==> config.mk <==
export PLATFORM = sky130hd
export DESIGN_NAME = mac_operand_sequencer_flat
export DESIGN_NICKNAME = d
export VERILOG_FILES = /design/src/rtl/mac_operand_sequencer_if.sv /design/src/rtl/mac_operand_sequencer.sv /design/src/flat_wrapper.sv
export SDC_FILE = /design/constraint.sdc
export NUM_CORES = 1
export LEC_CHECK = 0
export ABC_AREA = 0
export CAP_MARGIN = 5
export CORE_MARGIN = 10
export CORE_UTILIZATION = 41
export CTS_CLUSTER_SIZE = 10
export DETAILED_ROUTE_END_ITERATION = 8
export PLACE_DENSITY = 0.74
export SLEW_MARGIN = 40
export SYNTH_ARGS = -nofsm -noshare
export SYNTH_HDL_FRONTEND = slang
export SYNTH_SLANG_ARGS = --single-unit
==> constraint.sdc <==
create_clock -name clk -period 1.5 [get_ports clk]
set_input_delay 0.3 -clock clk [delete_from_list [all_inputs] [get_ports clk]]
set_output_delay 0.3 -clock clk [all_outputs]
set_load 0.01 [all_outputs]
==> src/rtl/mac_operand_sequencer_if.sv <==
// mac_operand_sequencer_if: control-side and MAC-side signals of the operand sequencer
interface mac_operand_sequencer_if #(parameter int VEC_LEN = 4);
  logic start;
  logic [2*VEC_LEN-1:0] vec_a;
  logic [2*VEC_LEN-1:0] vec_b;
  logic busy;
  logic [1:0] mac_a;
  logic [1:0] mac_b;
  logic mac_enable;
  logic mac_clear;
  logic [7:0] mac_out;
  logic [7:0] result;
  logic result_valid;
  logic result_ready;
  logic mismatch;
  modport master (
    output start, vec_a, vec_b, mac_out, result_ready,
    input  busy, mac_a, mac_b, mac_enable, mac_clear, result, result_valid, mismatch
  );
  modport slave (
    input  start, vec_a, vec_b, mac_out, result_ready,
    output busy, mac_a, mac_b, mac_enable, mac_clear, result, result_valid, mismatch
  );
endinterface

==> src/rtl/mac_operand_sequencer.sv <==
// mac_operand_sequencer: streams latched operand pairs into a MAC and returns the dot product; MAC_SEQ_CHECK_EN adds a shadow-accumulator cross-check
module mac_operand_sequencer #(
  parameter int VEC_LEN = 4,
  parameter int IDX_W = 5
) (
  input logic clk,
  input logic reset,
  mac_operand_sequencer_if.slave bus
);
  typedef enum logic [2:0] {IDLE, CLEAR, FEED, CAPTURE, DONE} state_t;
  state_t state, state_nxt;
  logic [IDX_W-1:0] idx;
  logic [2*VEC_LEN-1:0] lat_a, lat_b;
  logic [7:0] res;
  logic res_v;
  logic mis;
  logic last;
  assign last = idx == IDX_W'(VEC_LEN - 1);
  assign bus.busy = state != IDLE;
  assign bus.mac_clear = state == CLEAR;
  assign bus.mac_enable = state == FEED;
  assign bus.mac_a = state == FEED ? lat_a[1:0] : 2'd0;
  assign bus.mac_b = state == FEED ? lat_b[1:0] : 2'd0;
  assign bus.result = res;
  assign bus.result_valid = res_v;
  assign bus.mismatch = mis;
  // state register
  always_ff @(posedge clk or posedge reset)
    if (reset) state <= IDLE;
    else state <= state_nxt;
  // next-state decode
  always_comb begin
    state_nxt = state;
    unique case (state)
      IDLE:    state_nxt = bus.start ? CLEAR : IDLE;
      CLEAR:   state_nxt = FEED;
      FEED:    state_nxt = last ? CAPTURE : FEED;
      CAPTURE: state_nxt = DONE;
      DONE:    state_nxt = bus.result_ready ? IDLE : DONE;
      default: state_nxt = IDLE;
    endcase
  end
  // operands are latched on start and shifted down so element[index] always sits in the low bits
  always_ff @(posedge clk or posedge reset)
    if (reset) begin
      idx <= '0;
      lat_a <= '0;
      lat_b <= '0;
      res <= '0;
      res_v <= 1'b0;
    end else begin
      idx <= state == FEED ? idx + 1'b1 : '0;
      if (state == IDLE && bus.start) begin
        lat_a <= bus.vec_a;
        lat_b <= bus.vec_b;
      end else if (state == FEED) begin
        lat_a <= lat_a >> 2;
        lat_b <= lat_b >> 2;
      end
      if (state == CAPTURE) begin
        res <= bus.mac_out;
        res_v <= 1'b1;
      end else if (state == DONE && bus.result_ready) res_v <= 1'b0;
    end
`ifdef MAC_SEQ_CHECK_EN
  logic [7:0] shadow;
  // shadow accumulator mirrors the MAC and flags any disagreement at capture
  always_ff @(posedge clk or posedge reset)
    if (reset) begin
      shadow <= '0;
      mis <= 1'b0;
    end else begin
      if (state == CLEAR) shadow <= '0;
      else if (state == FEED) shadow <= shadow + 8'(bus.mac_a) * 8'(bus.mac_b);
      if (state == CAPTURE) mis <= bus.mac_out != shadow;
      else if (state == DONE && bus.result_ready) mis <= 1'b0;
    end
`else
  assign mis = 1'b0;
`endif
endmodule

==> src/flat_wrapper.sv <==
// flat-port wrapper written by rule: the top's interface ports become plain ports
module mac_operand_sequencer_flat 
#(
  parameter int VEC_LEN = 4,
  parameter int IDX_W = 5
)
  (clk, reset, bus_start, bus_vec_a, bus_vec_b, bus_mac_out, bus_result_ready, bus_busy, bus_mac_a, bus_mac_b, bus_mac_enable, bus_mac_clear, bus_result, bus_result_valid, bus_mismatch);
  mac_operand_sequencer_if #(.VEC_LEN(VEC_LEN)) bus_i ();
  input logic clk;
  input logic reset;
  input wire logic [$bits(bus_i.start)-1:0] bus_start;
  input wire logic [$bits(bus_i.vec_a)-1:0] bus_vec_a;
  input wire logic [$bits(bus_i.vec_b)-1:0] bus_vec_b;
  input wire logic [$bits(bus_i.mac_out)-1:0] bus_mac_out;
  input wire logic [$bits(bus_i.result_ready)-1:0] bus_result_ready;
  output wire logic [$bits(bus_i.busy)-1:0] bus_busy;
  output wire logic [$bits(bus_i.mac_a)-1:0] bus_mac_a;
  output wire logic [$bits(bus_i.mac_b)-1:0] bus_mac_b;
  output wire logic [$bits(bus_i.mac_enable)-1:0] bus_mac_enable;
  output wire logic [$bits(bus_i.mac_clear)-1:0] bus_mac_clear;
  output wire logic [$bits(bus_i.result)-1:0] bus_result;
  output wire logic [$bits(bus_i.result_valid)-1:0] bus_result_valid;
  output wire logic [$bits(bus_i.mismatch)-1:0] bus_mismatch;
  assign bus_i.start = bus_start;
  assign bus_i.vec_a = bus_vec_a;
  assign bus_i.vec_b = bus_vec_b;
  assign bus_i.mac_out = bus_mac_out;
  assign bus_i.result_ready = bus_result_ready;
  assign bus_busy = bus_i.busy;
  assign bus_mac_a = bus_i.mac_a;
  assign bus_mac_b = bus_i.mac_b;
  assign bus_mac_enable = bus_i.mac_enable;
  assign bus_mac_clear = bus_i.mac_clear;
  assign bus_result = bus_i.result;
  assign bus_result_valid = bus_i.result_valid;
  assign bus_mismatch = bus_i.mismatch;
  mac_operand_sequencer #(.VEC_LEN(VEC_LEN), .IDX_W(IDX_W)) u_core (.clk(clk), .reset(reset), .bus(bus_i));
endmodule
==> results.json <==
{
  "area_growth_pct": 57.34,
  "multi_input_area_um2": 716.9,
  "worst_ep_arrival_time_ps": 1460,
  "fp.dieH_um": 79.63,
  "route.met3.wl_um": 424,
  "root_buffer": "clkbuf_4",
  "rsz0062_at_grt": "true",
  "drt_first_pass_iters": 4,
  "grt_pass1_vias": 1252,
  "violations": "negative setup slack",
  "gr-usage-all-layers_pct": 11.93,
  "clkLatencyLatePin_ps": 330,
  "vias": 1220,
  "place_area_mm2": 0.001993,
  "routed_wl_um": 3870,
  "antenna_found_initial": 0,
  "cts_tree": "yes",
  "clk_pin_slew_ps": 90,
  "cts_sinks": 33,
  "cp_slowest_cell": "or3b_4",
  "drc": 0,
  "yosys_register_bits": 33,
  "yosysSeqAreaShare_pct": 56.65,
  "cts_buffer_depth": 2,
  "ir_drop_mv": 0.9259,
  "power_density_mw_per_mm2": 1952,
  "gp_congestion": 0.8090,
  "grt-ovfl-total": 0,
  "wl_met2_um": 2011,
  "crit_path_end_kind": "output pin",
  "leakagePower_uw": 0.001047,
  "die_area_mm2": 0.006340,
  "grt_max_degree": 34,
  "critPathMaxFanout": 7,
  "grt_pass1_wl_um": 5961,
  "period_needed_ps": 1763,
  "wl_met1_um": 1406,
  "critical_path.cell_chain": "or3b_4 -> clkinv_4 -> and2_4 -> buf_6",
  "yosys_warnings": 0,
  "synth_nets": 165,
  "dp.cells": 228,
  "final_cell_area_mm2": 0.002293,
  "stdcell_count": 246,
  "dp_hpwl_um": 2714,
  "path_class": "register to output pin",
  "post-route-period-util_pct": 117.5,
  "core_mm2": 0.003390,
  "seq_area_um2": 825.8,
  "wl_per_cell_um": 15.73,
  "nets": 228,
  "finalHoldViolations": 0,
  "drtAntennaViolNets": 0,
  "rows": 21,
  "cp-start-kind": "register",
  "maxCapViolCount": 0,
  "io_pins": 45,
  "cp_slowest_stage_delay_ps": 420,
  "dieWidth_um": 79.63,
  "hold_path.class": "primary input to async pin",
  "fmax_mhz": 567.3,
  "viasPerCell": 4.959,
  "drv_slew": 0,
  "antenna_cells": 0,
  "syn_inst": 136,
  "yosys.cell_types.count": 28,
  "setup_viol": 32,
  "crit_required_ps": 1200,
  "initial_core_util_pct": 43.00,
  "status": "finished, violations left",
  "power_uw": 4476,
  "nFillCells": 259,
  "cts_buffers": 5,
  "drt-initial-drc-count": 86,
  "htreeDepth": 2,
  "fin_skew_ps": 8.005,
  "top_layer": "met4",
  "netlist_area_mm2": 0.001458,
  "place.port_buffers": 43,
  "setup_ws_ps": -262.6,
  "layout-drive-gt1-share_pct": 39.50,
  "avgSynthCellArea_um2": 10.72
}
==> power breakdown <==
part	switching (µW)	total, µW	internal (µW)	leakage, µW
Combinational	1180	2520	1330	0.000609
Clock	287	466	178	0.0000320
Sequential	216	1490	1280	0.000406
Total	1690	4480	2790	0.00105
==> stage by stage <==
| stage | hold WS (ps) | setup TNS (ps) | setup slack [ps] | utilization (%) |
|---|---|---|---|---|
| 6_report | 309.3 | -4609 | -262.6 | 67.66 |
| 5_1_grt | 319.8 | -6893 | -328.3 | 67.66 |
| 4_1_cts | 308.7 | -2217 | -268.6 | 61.17 |
| 3_5_place_dp | 467.8 | -4325 | -367.3 | 58.80 |
| 3_3_place_gp | 453.2 | -3991 | -341.5 | 58.80 |
| 2_1_floorplan | 428.9 | -311.6 | -77.90 | - |
==> critical path: cells and delay by family, from the launching register on <==
family                 cells  cell delay [ps]
AND/OR/NAND/NOR            2              560
buffers and inverters      2              180
flip-flops                 1              390
==> Yosys cell counts (all sizes together) <==
cell,n,share of area [%]
mux2,8,6.2
nor4b,1,1.6
or3b,1,0.60
a22o,4,2.4
and2,5,2.1
conb,1,0.26
ha,1,0.86
inv,1,0.26
or3,1,0.43
o21ai,1,0.34
nand3b,1,0.52
clkinv,1,0.34
a21oi,25,8.6
nand2,14,3.6
xnor2,1,0.60
nor2,19,5.1
nor3b,1,0.52
buf,8,4.2
nor2b,1,0.43
dfrtp,33,57
nand3,2,0.69
or4b,3,2.1
xor2,2,1.2
or2,1,0.43
==> sequential cells by signal, indices dropped and copies added, names as in the netlist <==
name / flops
u_core.bus.result: 8
u_core.lat_a: 8
u_core.lat_b: 8
u_core.idx: 5
u_core.state: 3
u_core.bus.result_valid: 1
==> area by class of cell <==
type                       count  area share, %
sequential                    33          36.01
inverter                       2         0.5456
clock inverter                 2         0.4364
tap                           46          2.510
clock buffer                   6          1.800
multi-input combinational     94          31.26
timing repair buffer          63          27.44
==> placed cells by master (no fill, tap or decap), types with 2 or more instances in the layout <==
master           instances
dfrtp_1                 33
clkdlybuf4s50_1         27
a21oi_1                 14
nand2_1                 13
buf_6                   12
a21oi_2                 11
buf_4                   10
nor2_1                   9
dlygate4sd2_1            9
mux2_2                   7
nor2_4                   6
clkbuf_4                 5
a22o_1                   4
and2_4                   4
nor2_2                   4
buf_8                    3
nand2_4                  2
nand3_1                  2
xor2_1                   2
or4b_2                   2
clkinv_2                 2
==> cell families (layout without fill, tap and decap cells) <==
logic type / Yosys count / in the layout / share of synthesized area (%)
AOI/OAI and AO/OA: 30 / 30 / 11.33
xor gates and xnor gates: 3 / 3 / 1.803
adders and majority gates: 1 / 1 / 0.8582
buffers and inverters: 10 / 73 / 4.806
DFF: 33 / 33 / 56.65
muxes: 8 / 8 / 6.181
other: 1 / 1 / 0.2573
and+or+nand+nor: 50 / 51 / 18.11
==> path summary, 6_finish.rpt <==
path                       slack [ps]              end  cells past startpoint             from
max reg2reg                      -210  u_core.lat_a[1]                      7  u_core.state[2]
min reg2reg                       470    u_core.idx[0]                      1    u_core.idx[0]
min in group clk                  470    u_core.idx[0]                      1    u_core.idx[0]
min                               310    u_core.idx[0]                      3            reset
max                              -260     bus_mac_b[1]                      4  u_core.state[2]
max in group asynchronous        1020  u_core.lat_b[7]                      3            reset
==> repair_timing <==
item / 4_1_cts / 5_1_grt
gates cloned: 0 / 2
gates resized for setup: 50 / 47
hold buffers: 0 / 0
setup endpoints to repair: 23 / 32
pin swaps: 2 / 13
buffers inserted: 3 / 5
==> routing by layer <==
metal  track usage, %  up-vias
met5                0        -
met4            3.226        0
met3            7.545        3
met2            19.58       42
met1            12.42      588
li1                 -      587
No activity file was read; power rests on OpenSTA's default activity.
